### src/rtl/cam_rgb444_capture.sv
// rtl/cam_rgb444_capture.sv - OV7670-style RGB444 camera receiver writing 12-bit pixels to a frame buffer
module cam_rgb444_capture #(
  parameter int H_PIX   = 160,
  parameter int V_LINES = 120,
  parameter int AW      = 15
) (
  input  logic          pclk,
  input  logic          rst,
  input  logic          vsync,
  input  logic          href,
  input  logic [7:0]    px_data,
  input  logic          capture_en,
  output logic          mem_we,
  output logic [AW-1:0] mem_addr,
  output logic [11:0]   mem_data,
  output logic          busy,
  output logic          frame_done,
  output logic [7:0]    frame_cnt,
  output logic          frame_err
);

  localparam int BW = $clog2(2*H_PIX + 1) + 1;
  localparam int LW = $clog2(V_LINES + 1) + 1;
  localparam int TOTAL = H_PIX * V_LINES;
  localparam logic [AW:0]   PIX_MAX    = TOTAL[AW:0];
  localparam logic [BW-1:0] LINE_BYTES = BW'(2*H_PIX);
  localparam logic [LW-1:0] FRAME_LINES = LW'(V_LINES);

  typedef enum logic {IDLE, ACTIVE} state_t;

  state_t        state_q, state_d;
  logic          vsync_q, href_q;
  logic          phase;
  logic [3:0]    red;
  logic [AW:0]   pix_addr;
  logic [BW-1:0] byte_cnt;
  logic [LW-1:0] line_cnt;
  logic [LW-1:0] line_total;
  logic          sof, eof, eol;

  assign sof  = vsync_q & ~vsync;
  assign eof  = ~vsync_q & vsync;
  assign eol  = href_q & ~href;
  assign busy = (state_q == ACTIVE);

  // A line ending on the same edge as vsync still counts toward the frame.
  assign line_total = eol ? line_cnt + LW'(1) : line_cnt;

  always_comb begin
    state_d = state_q;
    case (state_q)
      IDLE:    if (sof && capture_en) state_d = ACTIVE;
      ACTIVE:  if (eof) state_d = IDLE;
      default: state_d = IDLE;
    endcase
  end

  always_ff @(posedge pclk or posedge rst) begin
    if (rst) begin
      state_q    <= IDLE;
      vsync_q    <= 1'b0;
      href_q     <= 1'b0;
      phase      <= 1'b0;
      red        <= '0;
      pix_addr   <= '0;
      byte_cnt   <= '0;
      line_cnt   <= '0;
      mem_we     <= 1'b0;
      mem_addr   <= '0;
      mem_data   <= '0;
      frame_done <= 1'b0;
      frame_cnt  <= '0;
      frame_err  <= 1'b0;
    end else begin
      state_q    <= state_d;
      vsync_q    <= vsync;
      href_q     <= href;
      mem_we     <= 1'b0;
      frame_done <= 1'b0;
      if (state_q == IDLE) begin
        if (sof && capture_en) begin
          pix_addr  <= '0;
          line_cnt  <= '0;
          byte_cnt  <= '0;
          phase     <= 1'b0;
          frame_err <= 1'b0;
        end
      end else if (eof) begin
        // Bytes on the closing edge belong to a truncated line and are dropped.
        if (href || (line_total != FRAME_LINES) || (eol && byte_cnt != LINE_BYTES))
          frame_err <= 1'b1;
        frame_done <= 1'b1;
        frame_cnt  <= frame_cnt + 8'd1;
      end else if (href) begin
        if (byte_cnt != '1) byte_cnt <= byte_cnt + BW'(1);
        phase <= ~phase;
        if (!phase) begin
          red <= px_data[3:0];
        end else if (pix_addr == PIX_MAX) begin
          frame_err <= 1'b1;
        end else begin
          mem_we   <= 1'b1;
          mem_addr <= pix_addr[AW-1:0];
          mem_data <= {red, px_data};
          pix_addr <= pix_addr + (AW+1)'(1);
        end
      end else if (eol) begin
        if (byte_cnt != LINE_BYTES) frame_err <= 1'b1;
        phase    <= 1'b0;
        byte_cnt <= '0;
        if (line_cnt != '1) line_cnt <= line_cnt + LW'(1);
      end
    end
  end

endmodule

### config.mk
export PLATFORM = sky130hd
export DESIGN_NAME = cam_rgb444_capture
export DESIGN_NICKNAME = d
export VERILOG_FILES = /design/src/rtl/cam_rgb444_capture.sv
export SDC_FILE = /design/constraint.sdc
export NUM_CORES = 1
export LEC_CHECK = 0
export CORE_UTILIZATION = 50
export DETAILED_ROUTE_END_ITERATION = 10
export PLACE_DENSITY = 0.87
export SLEW_MARGIN = 10
export SYNTH_ARGS = -nofsm -noshare
export SYNTH_HDL_FRONTEND = slang
export SYNTH_SLANG_ARGS = --single-unit
### constraint.sdc
create_clock -name pclk -period 2.85 [get_ports pclk]
set_input_delay 0.855 -clock pclk [delete_from_list [all_inputs] [get_ports pclk]]
set_output_delay 0.855 -clock pclk [all_outputs]
set_load 0.005 [all_outputs]
# Word level (Yosys, flattened, before mapping)
# Cells that the tools add are included.
[totals]
output_inout_bits = 39
register_bits = 80
word_cells = 102
[op_classes]
add_sub_neg = 4
bitwise = 10
muxes = 42
n_eq_ne = 19
reduce_logical = 13
[op_table]
columns = ["op", "count"]
rows = [
  ["$mux W16", 6],
  ["$mux W10", 6],
  ["$mux W8", 7],
  ["$mux W1", 22],
  ["$add A16 B1 Y16 const B", 1],
  ["$add A8 B1 Y8 const B", 2],
  ["$eq A16 B15 Y1 const B", 1],
  ["$ne A4 B2 Y1 const B", 4],
  ["$reduce_and A5 Y1", 3],
  ["$add A10 B1 Y10 const B", 1],
  ["$ne A10 B10 Y1 const B", 1],
  ["$ne A10 B9 Y1 const B", 1],
  ["$ne A3 B2 Y1 const B", 3],
  ["$ne A2 B2 Y1 const B", 4],
  ["$ne A8 B7 Y1 const B", 1],
  ["$ne A8 B8 Y1 const B", 1],
  ["$reduce_and A4 Y1", 2],
  ["$not A1 Y1", 7],
  ["$ne A2 B1 Y1 const B", 3],
  ["$reduce_and A6 Y1", 1],
  ["$and A1 B1 Y1", 3],
  ["$reduce_and A3 Y1", 1],
  ["$logic_and A1 B1 Y1", 2],
  ["$logic_or A1 B1 Y1", 2],
  ["other kinds (3)", 3],
]

# Depth between registers and ports, before layout
[depth]
depth_word = 9
depth_mapped = 8

# Worst setup path after synthesis
# OpenSTA, ideal clock, no wires.
[synth_timing]
kind = "input to register"
startpoint = "input port vsync"
endpoint = "register byte_cnt[4]"
setup_ps = 127
t_arrival_ps = 1845
stages = 6
t_required_ps = 2723
slack_ps = 878
path_cell_list = "and4bb_1 buf_4 a31oi_4 or2_2 o21ai_1 o31ai_1"
[synth_via]
elab_chain_cells = 5
elab_cells_between_ends = 7
cone_classes = "1 x eq/ne; 3 x bitwise; 3 x reduce/logical"
[synth_lines]
columns = ["item", "line_no", "rtl"]
rows = [
  ["from (decl)", "9", "input logic vsync,"],
  ["$not A1 Y1", "41", "assign sof = vsync_q & ~vsync;"],
  ["$and A1 B1 Y1", "41", ""],
  ["$logic_and A1 B1 Y1", "81", "if (sof && capture_en) begin"],
  ["$reduce_bool A2 Y1 (no source line)", "--", ""],
  ["$reduce_and A4 Y1 (no source line) (*)", "--", ""],
  ["to (signal assigned)", "95", "if (byte_cnt != '1) byte_cnt <= byte_cnt + BW'(1);"],
  ["to (decl)", "36", "logic [BW-1:0] byte_cnt;"],
]
# Every way passes the cells marked *; elsewhere a longest branch is shown, timed or not.
# A chain may end at the register's enable or synchronous reset.

# Worst setup path in the final report
[layout_timing]
startpoint = "register state_q (netlist: busy)"
endpoint = "output port busy"
[layout_rtl]
columns = ["item", "line_no", "rtl"]
rows = [
  ["from (decl)", "31", "state_t state_q, state_d;"],
  ["from (signal assigned)", "75", "state_q <= state_d;"],
  ["to (decl)", "16", "output logic busy,"],
]
# No word-level cell between the ends.

==> impl_metrics.csv <==
group,metric,value,unit
placed_design,preCtsSetupSlack,0.158,ns
synthesis,yosys_warnings,0,
synthesis,synth-edff-count,0,
synthesis,synthArstFlopShare,1.00,
power_and_ir_drop,vdd_drop_max,0.404,mV
sta,setup_ws,0.349,ns
synthesis,ys_seq_area_frac,0.508,
placed_design,dpl.hpwl,5.44,mm
sta,drv_slew,0,
global_routing,grt_remaining_overflow,0,
sta,max_freq,400,MHz
drt,postRouteWirelength,7.51,mm
layout,syn2layout_area_growth,21.4,%
critical_path,arrival,1.65,ns
clocking,h-tree-depth,3,
critical_path,crit_buf_inv,1,
clocking,cts_resized,0,
synthesis,syn_area_per_cell,11.5,µm²
synthesis,synthCells,344,
sta,finClkSkew,0.00760,ns
sta,timing.hold.ws,0.498,ns
floorplan,rows,32,
synthesis,synth_flop_cell,"dfrtp_1",
global_routing,grt_pass1_vias,2706,
critical_path,worst-path-stages,1,
clocking,cts_buffers,9,
synthesis,synth_area_leaders,"dfrtp_1 (51%), mux2_4 (8.0%), xor2_1 (3.8%)",
drt,drc,0,
hold_path,min_path_type,"reg2reg",
floorplan,io_pins,52,
floorplan,start_util,0.513,
synthesis,ys_top_cells_by_count,"dfrtp_1 (80), nor2_1 (29), nand2_1 (24)",
sta,finalSetupTns,0,ns
clocking,cts_buffer_depth,2,
critical_path,slowest_stage,"dfrtp_1",
floorplan,die_area,0.00825,mm²
synthesis,synth_top_area_cell,"dfrtp_1",
drt,vias,2791,
sta,hold_viol,0,
floorplan,die_w,90.8,µm
critical_path,cpLargestDelayFamily,"flip-flops",
critical_path,critPathKind,"reg2out",
layout,antennaDiodeCount,0,
synthesis,netlist_area,0.00394,mm²
drt,via_per_inst,5.47,
critical_path,worstPathCellList,"clkdlybuf4s50_1",
clocking,cts_sinks,80,
clocking,cts.clk_slew.worst_paths,0.08,ns
sta,period_minus_slack,2.50,ns
global_routing,antenna_found_initial,0,
global_routing,grt_use_total,0.197,
critical_path,critPathMaxStageDelay,0.68,ns
power_and_ir_drop,p_per_area,643,mW/mm²
critical_path,worstSetupStartpointType,"flip-flop",
layout,drive_gt1_frac,0.162,
sta,worst-slew-pin-transition,0.559,ns
clocking,cts_tree,"done",
synthesis,synth_most_common_cell,"dfrtp_1",
synthesis,synth_seq_cells,80,
sta,rsz0062_at_grt,"false",
placed_design,port_buffers,51,
layout,nets,422,
clocking,clk_latency,0.35,ns
floorplan,die_height,90.8,µm
drt,dr.first_iter.drc_count,194,
drt,wl_per_cell,14.7,µm
synthesis,synth_top_area_frac,0.508,
sta,slew_headroom,0.627,
sta,finalSetupViolCount,0,
synthesis,synth_cell_types,56,
sta,fin_crit_sh,0.877,
drt,ant_nets,0,
hold_path,hold_depth,1,
clocking,post-cts-setup-buffer-count,0,
run,maxCapViolCount,0,
status,status,"finished, final reports clean",
global_routing,grt_pass1_wl,13.0,mm
layout,fill_cells,601,
clocking,root_buffer,"clkbuf_8",
clocking,holdBufCountCts,0,
power_and_ir_drop,finalPower,3080,µW
floorplan,coreArea,0.00769,mm²
synthesis,synth_fp_nets,363,
critical_path,critPathRequiredTime,2.00,ns
placed_design,gp_congestion,0.856,
critical_path,rr_worst_depth,6,
global_routing,grt_max_degree,42,
critical_path,crit_path_end_kind,"output port",
drt,first_pass_iters,4,
critical_path,path_max_fanout,15,
power_and_ir_drop,p_leak,0.00216,µW
==> kinds of logic after synthesis <==
kind of cell,synth area share
simple gates,0.193
flops,0.508
compound gates,0.0717
xor+xnor,0.0666
mux,0.106
buf+inv,0.0365
fa+ha+maj,0.0190
==> power breakdown <==
part / internal [µW] / switching [µW]
clock: 455 / 412
sequential: 1320 / 172
combinational: 467 / 249
==> layer usage <==
metal / up-vias / GRT usage / wire length [µm]
li1: 1333 / - / -
met4: 0 / 0.0595 / 72
met1: 1381 / 0.254 / 3380
met3: 7 / 0.0480 / 304
met2: 70 / 0.329 / 3760
met5: - / 0 / 0
==> flip-flops by register name, summed over array words and instances (netlist names) <==
| register | cells |
|---|---|
| byte_cnt | 10 |
| href_q | 1 |
| red | 4 |
| mem_data | 12 |
| mem_addr | 15 |
| line_cnt | 8 |
| frame_cnt | 8 |
| frame_done | 1 |
| frame_err | 1 |
| busy | 1 |
| vsync_q | 1 |
| mem_we | 1 |
| phase | 1 |
| pix_addr | 16 |
==> cell type report <==
cell class              instances  area, µm²  area share
well taps                     102        128      0.0267
inverters                      14       56.3      0.0118
clock inverters                 4       51.3      0.0107
multi-input cells             239       1800       0.376
flip-flops and latches         80       2000       0.418
repair buffers                 59        596       0.124
clock buffers                  12        155      0.0324
==> worst paths after layout <==
check                                         startpoint                       end  slack [ns]
worst max-delay path                      busy$_DFF_PP0_                      busy        0.35
worst min-delay path            mem_addr[11]$_DFFE_PP0P_  mem_addr[11]$_DFFE_PP0P_        0.50
worst max register to register            busy$_DFF_PP0_   byte_cnt[4]$_DFFE_PP0P_        0.74
worst min register to register  mem_addr[11]$_DFFE_PP0P_  mem_addr[11]$_DFFE_PP0P_        0.50
max in group asynchronous                            rst         vsync_q$_DFF_PP0_        1.37
min in group asynchronous                            rst        red[0]$_DFFE_PP0P_        0.89
==> placed cells by master, fill, tap and decap left out, types with 5 or more instances in the layout <==
cell	synthesis	final
o21ai_0	10	10
nor2_1	29	29
clkbuf_8	0	11
a21oi_1	7	7
xnor2_1	13	13
buf_4	1	6
mux2_2	5	5
o21ai_1	11	11
xor2_1	17	17
mux2_4	21	21
nand3_1	17	17
nand4_1	13	13
ha_1	6	6
clkdlybuf4s50_1	0	51
nand2_1	24	24
nor2b_1	5	5
dfrtp_1	80	80
inv_1	14	13
nor4_1	5	5
==> through the flow <==
step	util	cell area, µm²	cells
final	0.623	4790	510
after global routing	0.623	4790	510
after CTS	0.623	4790	510
after detailed placement	0.596	4580	494
after global placement	0.596	4580	494
after floorplan	-	3950	344
Note: power is estimated with default switching activity, not from simulation.
